--- src/rtl/timing.sv ---
// G15 drum timing generator: 8-clk bit times, 29-digit words, 108-word revolutions.
// Produces the bit clock CL, the gated shift clock CR and the digit-time decodes.
module timing (
   input  logic clk,
   input  logic rst,
   input  logic CJ,
   input  logic CN,
   input  logic RC,
   output logic CL,
   output logic CR,
   output logic T0,
   output logic T1,
   output logic T2,
   output logic T13,
   output logic T21,
   output logic T28,
   output logic T29
);

   localparam logic [2:0] P_LAST = 3'd7;
   localparam logic [4:0] D_LAST = 5'd28;
   localparam logic [6:0] W_LAST = 7'd107;

   logic [2:0] p_q, p_d;
   logic [4:0] d_q, d_d;
   logic [6:0] w_q, w_d;
   logic       bit_end_s;
   logic       digit_wrap_s;
   logic       se_s;

   // Next-state logic for the prescaler, digit and word counters
   always_comb begin
      bit_end_s    = (p_q == P_LAST);
      digit_wrap_s = bit_end_s && (d_q >= D_LAST);
      p_d          = p_q + 3'd1;
      d_d          = d_q;
      w_d          = w_q;
      if (bit_end_s) begin
         // Out-of-range counts fold back to 0 rather than running away
         if (d_q >= D_LAST) begin
            d_d = 5'd0;
         end else begin
            d_d = d_q + 5'd1;
         end
      end else begin
         d_d = d_q;
      end
      if (digit_wrap_s) begin
         if (w_q >= W_LAST) begin
            w_d = 7'd0;
         end else begin
            w_d = w_q + 7'd1;
         end
      end else begin
         w_d = w_q;
      end
   end

   // Counter state registers, cleared asynchronously while rst is low
   always_ff @(posedge clk or negedge rst) begin
      if (!rst) begin
         p_q <= 3'd0;
         d_q <= 5'd0;
         w_q <= 7'd0;
      end else begin
         p_q <= p_d;
         d_q <= d_d;
         w_q <= w_d;
      end
   end

   // Output decodes from registered counter state; CR gates CL with the shift enable
   always_comb begin
      se_s = CN | (RC & CJ);
      CL   = (p_q == P_LAST);
      CR   = CL & se_s;
      T0   = (d_q == 5'd0);
      T1   = (d_q == 5'd1);
      T2   = (d_q == 5'd2);
      T13  = (d_q == 5'd13);
      T21  = (d_q == 5'd21);
      T28  = (d_q == D_LAST);
      T29  = (d_q == D_LAST) && (w_q == W_LAST);
   end

endmodule

--- config.mk ---
export PLATFORM = sky130hd
export DESIGN_NAME = timing
export DESIGN_NICKNAME = d
export VERILOG_FILES = /design/src/rtl/timing.sv
export SDC_FILE = /design/constraint.sdc
export NUM_CORES = 1
export LEC_CHECK = 0
export ABC_AREA = 1
export BUFFER_PORTS_ARGS = -buffer_cell sky130_fd_sc_hd__buf_2
export CAP_MARGIN = 20
export CORE_UTILIZATION = 25
export DETAILED_ROUTE_END_ITERATION = 8
export SYNTH_ARGS = -nofsm -noshare
export SYNTH_HDL_FRONTEND = slang
export SYNTH_SLANG_ARGS = --single-unit
--- constraint.sdc ---
create_clock -name clk -period 1.3 [get_ports clk]
set_input_delay 0.065 -clock clk [delete_from_list [all_inputs] [get_ports clk]]
set_output_delay 0.065 -clock clk [all_outputs]
set_load 0.01 [all_outputs]
### Word-level counts from Yosys, hierarchy flattened

Index checks and enable logic that the tools add are counted.

* register bits: 15
* output and inout bits: 9

* add/sub/neg operators: 3
* order comparisons: 2
* equal/unequal tests: 7
* mux-type cells: 2
* bitwise gates (word level): 3
* reduce and logical (&&, ||, !) cells: 3

Operators by type and width (count)
* equality test 5 bit, second input constant: 2
* adder 7 x 1 -> 7 bit, second input constant: 1
* equality test 7 bit, second input constant: 1
* >= comparator 7 bit, second input constant: 1
* two-way mux 7 bit: 1
* adder 5 x 1 -> 5 bit, second input constant: 1
* equality test 5 x 1 -> 1 bit, second input constant: 1
* equality test 5 x 2 -> 1 bit, second input constant: 1
* equality test 5 x 4 -> 1 bit, second input constant: 1
* >= comparator 5 bit, second input constant: 1
* logical NOT 5 bit: 1
* two-way mux 5 bit: 1
* adder 3 x 1 -> 3 bit, second input constant: 1
* equality test 3 bit, second input constant: 1
* bitwise AND 1 bit: 2
* logical AND 1 bit: 2
* OR 1 bit: 1

### Depth between registers and ports, before layout

Gate-level depths: netlist (run 1).

* word-level depth: 3
* depth in mapped cells: 9
* depth with buffers taken out: 8

### Worst setup path after synthesis (run 1)

OpenSTA, ideal clock, no wires.

* kind: register to register
* start point: reg p_q[0]
* end point: reg w_q[6]
* arrival time: 1.324 ns
* data required time: 1.187 ns
* path slack: -0.137 ns
* cell stages (with the launch flop): 9
* period minus slack after synthesis: 1.437 ns
* cells stage by stage: dfrtp_1 -> ha_1 -> ha_1 -> inv_1 -> nor2_4 -> buf_6 -> nand2_1 -> nand2_1 -> inv_1

* cells in the longest elaborated chain, start to end: 2

RTL lines
* from (decl): line 24 `logic [2:0] p_q, p_d;`
* from (signal assigned): line 66 `p_q <= p_d;`
* equality test 3 bit
* via CL: line 9 `output logic CL,`
* logical AND 1 bit: line 34 `digit_wrap_s = bit_end_s && (d_q >= D_LAST);`
* to (signal assigned): line 68 `w_q <= w_d;`
* to (decl): line 26 `logic [6:0] w_q, w_d;`

The timed path passes the listed nets, and every way through them passes these cells.
A chain may end at the register's enable or synchronous reset.

### Worst setup path in the final report (run 1)

* start point: reg w_q[0]
* end point: out T29

* cells in the longest elaborated chain, start to end: 2

RTL lines
* equality test 7 bit: line 83 `T29 = (d_q == D_LAST) && (w_q == W_LAST);`
* logical AND 1 bit: line 83
* to (decl): line 17 `output logic T29`

No other way between the ends.

==> results of run 1 <==
sequential cells by signal, indices dropped and copies added (netlist names):
register and count:
w_q 7, d_q 5, p_q 3
per-layer routing:
metal	vias to the layer above	track usage, %	routed length (microns)
li1	446	-	-
met1	403	17.01	937
met2	25	18.13	1106
met3	4	4.412	107
met4	0	3.810	23
met5	-	0	0
worst min-delay path by stage:
stage | to | depth (start not counted) | slack (ns) | from
floorplan | d_q[0]$_DFFE_PN0P_ | 0 | -0.23 | rst
global placement | w_q[5]$_DFFE_PN0P_ | 1 | -0.01 | rst
detailed placement | w_q[5]$_DFFE_PN0P_ | 1 | -0.009 | rst
CTS | w_q[5]$_DFFE_PN0P_ | 2 | 0.21 | rst
global route | w_q[5]$_DFFE_PN0P_ | 2 | 0.21 | rst
finish | w_q[2]$_DFFE_PN0P_ | 2 | 0.21 | rst
area by class of cell:
class / count / area, sq um
inverter: 20 / 85.08
multi-input combinational: 81 / 584.3
sequential: 15 / 377.9
tap: 46 / 57.56
fill: 353 / 1933
timing repair buffer: 38 / 299.0
clock buffer: 4 / 26.28
stage by stage:
step / hold WS, ns / power (W) / setup WS (ns) / util (%) / TNS [ns]
after global routing: 0.2142 / 0.0007875 / -0.2396 / 42.52 / -2.450
after detailed placement: -0.009017 / 0.0004915 / -0.06992 / 32.07 / -0.3950
after floorplan: -0.2306 / 0.0004766 / 0.0004766 / - / 0
final: 0.2130 / 0.0007446 / -0.1633 / 42.52 / -1.023
after global placement: -0.01259 / 0.0004911 / -0.008393 / 32.07 / -0.03150
after CTS: 0.2117 / 0.0007603 / -0.1752 / 37.43 / -0.4535
placed cells by master (no fill, tap or decap), types with 3 or more instances in the layout:
master    instances
inv_4             4
inv_1            10
nand3_2           3
dfrtp_1          13
nand2_2           7
nor2_1           15
clkbuf_4          3
nand2_4           3
nand2_1          21
inv_2             6
buf_6            11
ha_1              3
buf_4            14
nand3_1           3
a21oi_2           3
buf_2            12
power by group:
part | total [W] | internal, W | leakage [nW] | switching (W)
Sequential | 0.000466 | 0.000466 | 0.193 | 0
Combinational | 0.0000174 | 0.00000672 | 0.539 | 0.0000107
Clock | 0.000261 | 0.000119 | 0.0150 | 0.000142
synthesized netlist by cell type, types with 4 or more instances:
library cell and instances:
dfrtp_1 15, nand2_1 32, nand3_1 7, inv_1 20, a21oi_1 5, nor3_1 4
nor2_1 16, ha_1 7
repair_timing:
| action | in CTS | in global routing |
|---|---|---|
| gates cloned | 1 | 0 |
| gates resized for setup | 29 | 32 |
| pin swaps | 12 | 10 |
| buffers inserted | 6 | 9 |
| endpoints found under the hold margin | 15 | 0 |
| hold buffers | 1 | 0 |
| endpoints found under the setup margin | 18 | 21 |
kinds of logic (layout without fill, tap and decap cells):
kind of cell | after synthesis | count (layout)
flops | 15 | 15
xor+xnor | 1 | 1
fa+ha+maj | 7 | 7
compound gates | 8 | 8
simple gates | 64 | 65
buf+inv | 21 | 62
==> metrics.md, run 1 <==
| Metric | Value |
|---|---|
| Die height | 61.57 microns |
| Routed len/inst | 10.66 microns |
| Leak Pwr | 0.7473 nW |
| H-tree Lvls | 1 |
| Post-synth top area share | 42.31% |
| Design area | 1430 sq um |
| Syn nets | 128 |
| Minimum clock period | 1.463 ns |
| Worst-margin pin slew | 0.3425 ns |
| DRC | 0 |
| Synth Area in Simple Gates | 32.44% |
| Vias | 878 |
| Final wirelength | 2.174 mm |
| Vias per cell | 4.304 |
| Initial cell density of the core | 26.38% |
| P per Cell Area | 520.6 nW/um^2 |
| DPL Wire Length | 1.344 mm |
| Worst r2r src | w_q[0]$_DFFE_PN0P_ |
| First-pass GRT wire length | 3.318 mm |
| Fmax | 683.4 MHz |
| Worst path depth | 6 |
| Failing checks | setup timing |
| Reg-to-Reg End | w_q[5]$_DFFE_PN0P_ |
| Cell Count, Final, Fillers Out | 204 |
| CP Buf/Inv Count | 1 |
| # port buffers | 13 |
| Primary FF master, synth | dfrtp_1 |
| TritonCTS clock tree | done |
| Slowest cell on the critical path | dfrtp_1 |
| Gr usage total | 12.36% |
| Clock skew | 0.0006545 ns |
| Setup-failing EPs final | 15 |
| Drt pass-1 iters | 4 |
| ANT cells | 0 |
| IO Pins | 14 |
| Setup CP Type | reg2out |
| Period Utilization, post-route | 112.6% |
| Status | finished with violations |
| Yosys top cell by area | dfrtp_1 |
| Critical Path Sink | T29 |
| Hold Violations, Final | 0 |
| Adder-cell share of the synthesized area | 9.873% |
| Worst VDD drop | 0.4109 mV |
| Yosys warns | 0 |
| RSZ-0062 raised after global routing | true |
| Min-delay worst type | in2async |
| Clk_lat worst skew | 0.28 ns |
| Worst reg-to-reg setup slack | -0.11 ns |
| Largest cells by area after synthesis | dfrtp_1, nand2_1, ha_1, inv_1, nor2_1 |
| DP Area | 1079 sq um |
| CP Cell Sequence | ha_2 -> nand2_2 -> nor2_1 -> nand2_1 -> nor3_2 -> buf_2 |
| Area grow syn2layout | 61.21% |
| ANT nets after route | 0 |
| Final worst setup slack | -0.1633 ns |
| Distinct cells, synth | 18 |
| Row cnt | 21 |
| Largest family of logic cells by synthesized area | simple AND/OR/NAND/NOR gates |
| Setup crit start kind | register |
| Worst Setup End Kind | output port |
| Antenna violations before repair | 0 |
| Iter 0 DRT Violations | 18 |
| Asr flop ratio synth | 100.0% |
| TritonCTS Buffers | 3 |
| Nets | 171 |
| Register bit total from synthesis | 15 |
| Core area | 3363 sq um |
| Largest net degree at the start of global routing | 16 |
| Clock slew at reported path FFs | 0.08 ns |
| Post-synth EDFFs | 0 |
| CTS max path bufs | 2 |
| Post-synthesis compound-gate area fraction | 4.654% |
| Layout cells sized above 1 | 52.53% |
| Post-synthesis mux area share | 0% |
| Start point of the critical path | w_q[0]$_DFFE_PN0P_ |
| Synthesized cell area | 887.1 sq um |
| Gr ovfl total | 0 |
| Critical Path AT | 1.40 ns |
| Num Clock Sinks | 15 |
| Xor/xnor share of the synthesized area | 0.9873% |
| Max-Cap Viols | 0 |
| Die W | 61.57 microns |
| Crit Path Max Fanout | 2 |
| Routability cong. | 0.8639 |
| Max Slew Vio Count | 0 |
| Total die area | 3791 sq um |
| Post-Synthesis Cells | 116 |
| Worst EP required | 1.24 ns |
| Vias in the first global route | 733 |
| Cells after DPL | 183 |
| Worst slew margin | 77.16% |
| Post-synthesis sequential area ratio | 42.31% |
| Syn Area/Cell | 7.647 sq um |
| CP top delay family | simple AND/OR/NAND/NOR gates |
| R2R depth | 10 |
| CTS root buffer | clkbuf_4 |
| CP max stage delay | 0.36 ns |
Note: power is estimated with default switching activity, not from simulation.
==> run 2, diff against run 1 <==
--- a/config.mk
+++ b/config.mk
@@ -10,6 +10,7 @@
 export CAP_MARGIN = 20
 export CORE_UTILIZATION = 25
 export DETAILED_ROUTE_END_ITERATION = 8
+export REMOVE_ABC_BUFFERS = 1
 export SYNTH_ARGS = -nofsm -noshare
 export SYNTH_HDL_FRONTEND = slang
 export SYNTH_SLANG_ARGS = --single-unit
==> run 2 against run 1 <==
Effect of this change: the flow still finishes with violations (setup timing); wire length decreased by 1.0%; first-iteration DRC count increased by 44%; maximum frequency increased by 1.0%; worst hold slack got worse by 0.016 ns; final cell count increased by 2.0%; clock power increased by 4%; via count increased by 0.91%; critical path type unchanged; largest cell class unchanged.
==> metrics.md, run 2 (synthesis results as in run 1) <==
| Metric | Value |
|---|---|
| Status | finished with violations |
| Failing checks | setup timing |
| Final wirelength | 2.152 mm |
| Core Util, Final | 44.61% |
| Row cnt | 21 |
| Clock skew | 0.001683 ns |
| Critical Path Sink | CL |
| Net Sw Frac | 22.25% |
| Setup-failing EPs final | 13 |
| Reg-to-Reg End | d_q[3]$_DFFE_PN0P_ |
| Iter 0 DRT Violations | 26 |
| Gr usage total | 11.48% |
| Die W | 61.57 microns |
| Slowest cell on the critical path | dfrtp_1 |
| CP Cell Sequence | ha_4 -> ha_4 -> buf_6 -> buf_6 -> buf_6 |
| Gr ovfl total | 0 |
| CP dominant cell by count | buf_6 |
| # port buffers | 13 |
| DPL Wire Length | 1.359 mm |
| Worst slew margin | 77.71% |
| R2R depth | 8 |
| First-pass GRT wire length | 3.167 mm |
| Period Utilization, post-route | 111.4% |
| Cell Int Power | 0.0005871 W |
| Vias | 886 |
| Die height | 61.57 microns |
| Top flop regs | w_q x7, d_q x5, p_q x3 |
| Most flops, register | w_q |
| Clock slew at reported path FFs | 0.09 ns |
| Routed len/inst | 10.35 microns |
| Worst-margin pin slew | 0.3343 ns |
| CP max stage delay | 0.42 ns |
| Start point of the critical path | p_q[0]$_DFF_PN0_ |
| Area grow syn2layout | 69.11% |
| Critical Path AT | 1.38 ns |
| Worst reg-to-reg setup slack | -0.09 ns |
| IO Pins | 14 |
| CTS root buffer | clkbuf_4 |
| Max reg flops | 7 |
| Crit Path Max Fanout | 4 |
| Worst VDD drop | 0.4220 mV |
| Most common cell after layout, fill and taps aside | nand2_1 |
| Worst Setup End Kind | output port |
| Initial cell density of the core | 26.38% |
| Hold Violations, Final | 0 |
| Total die area | 3791 sq um |
| Antenna violations before repair | 0 |
| Setup CP Type | reg2out |
| Worst EP required | 1.24 ns |
| NetSw | 0.0001681 W |
| P per Cell Area | 503.4 nW/um^2 |
| Setup crit start kind | register |
| Vias in the first global route | 771 |
| Min-delay worst type | in2async |
| Nets | 175 |
| Worst r2r src | p_q[0]$_DFF_PN0_ |
| Leak Pwr | 0.7583 nW |
| Clock share of power | 36.0% |
| TritonCTS Buffers | 3 |
| DRC | 0 |
| Max-Cap Viols | 0 |
| Fmax | 690.5 MHz |
| Drt pass-1 iters | 4 |
| H-tree Lvls | 1 |
| Sequential power share | 61.7% |
| Routability cong. | 0.8656 |
| Clk_lat worst skew | 0.28 ns |
| Layout cells sized above 1 | 56.79% |
| CTS max path bufs | 2 |
| Core area | 3363 sq um |
| Num Clock Sinks | 15 |
| Final worst setup slack | -0.1483 ns |
| Max Slew Vio Count | 0 |
| ANT cells | 0 |
| ANT nets after route | 0 |
| RSZ-0062 raised after global routing | true |
| Logic pwr share | 2.3% |
| Min Hold Slack | 0.1973 ns |
| TritonCTS clock tree | done |
| Most frequent cells in the layout | nand2_1, buf_4, nor2_1, dfrtp_1 |
| Vias per cell | 4.260 |
| Largest net degree at the start of global routing | 16 |
| Minimum clock period | 1.448 ns |
-- run 2: worst min path at each step --
stage                     from            endpoint  cells after the start
final                      rst  w_q[6]$_DFFE_PN0P_                      2
after floorplan            rst  d_q[0]$_DFFE_PN0P_                      0
after CTS                  rst  w_q[5]$_DFFE_PN0P_                      2
after detailed placement   rst  w_q[6]$_DFFE_PN0P_                      1
after global placement     rst  w_q[6]$_DFFE_PN0P_                      1
after global routing       rst  w_q[6]$_DFFE_PN0P_                      2
-- run 2: power by group through the flow --
stage               registers (W)    logic, W  clock network, W
finish                   0.000466   0.0000172          0.000272
global route             0.000466   0.0000197          0.000301
CTS                      0.000466   0.0000182          0.000283
detailed placement       0.000475   0.0000159                 0
global placement         0.000475   0.0000156                 0
floorplan                0.000476  0.00000104                 0
-- run 2: area by class of cell --
cell class,count,area (sq um)
fill,356,1863
timing repair buffer,42,345.3
multi-input combinational,81,604.3
tap,46,57.56
inverter,20,87.58
clock inverter,1,5.005
sequential,15,377.9
clock buffer,3,22.52
-- run 2: metal layers --
layer,vias to the layer above,share of wire (%),GRT usage (%)
met5,-,0,0
met4,0,0.88,4.762
met3,4,3.9,2.311
met2,17,50,19.05
met1,411,45,14.55
li1,454,-,-
-- run 2: through the flow --
step / area [sq um] / setup WS (ns) / instances / TNS [ns] / total power [W]
finish: 1500 / -0.1483 / 208 / -0.7004 / 0.0007552
CTS: 1330 / -0.1487 / 201 / -1.347 / 0.0007670
detailed placement: 1059 / -0.08414 / 182 / -0.6503 / 0.0004913
floorplan: 875.8 / -0.1509 / 115 / -0.9883 / 0.0004766
global placement: 1059 / -0.01956 / 182 / -0.08178 / 0.0004911
global route: 1500 / -0.2674 / 208 / -2.059 / 0.0007872
-- run 2: worst max-delay path, delay by kind of cell, from the launching register on --
kind,cells,cell delay [ns]
fa+ha+maj,2,0.35
buf+inv,3,0.33
flops,1,0.42
-- run 2: timing repair --
action,in CTS,in global routing
hold buffers,1,0
pin swaps,12,10
setup buffers,14,7
endpoints found under the setup margin,20,20
endpoints found under the hold margin,15,0
cloned,0,1
gates resized for setup,38,32
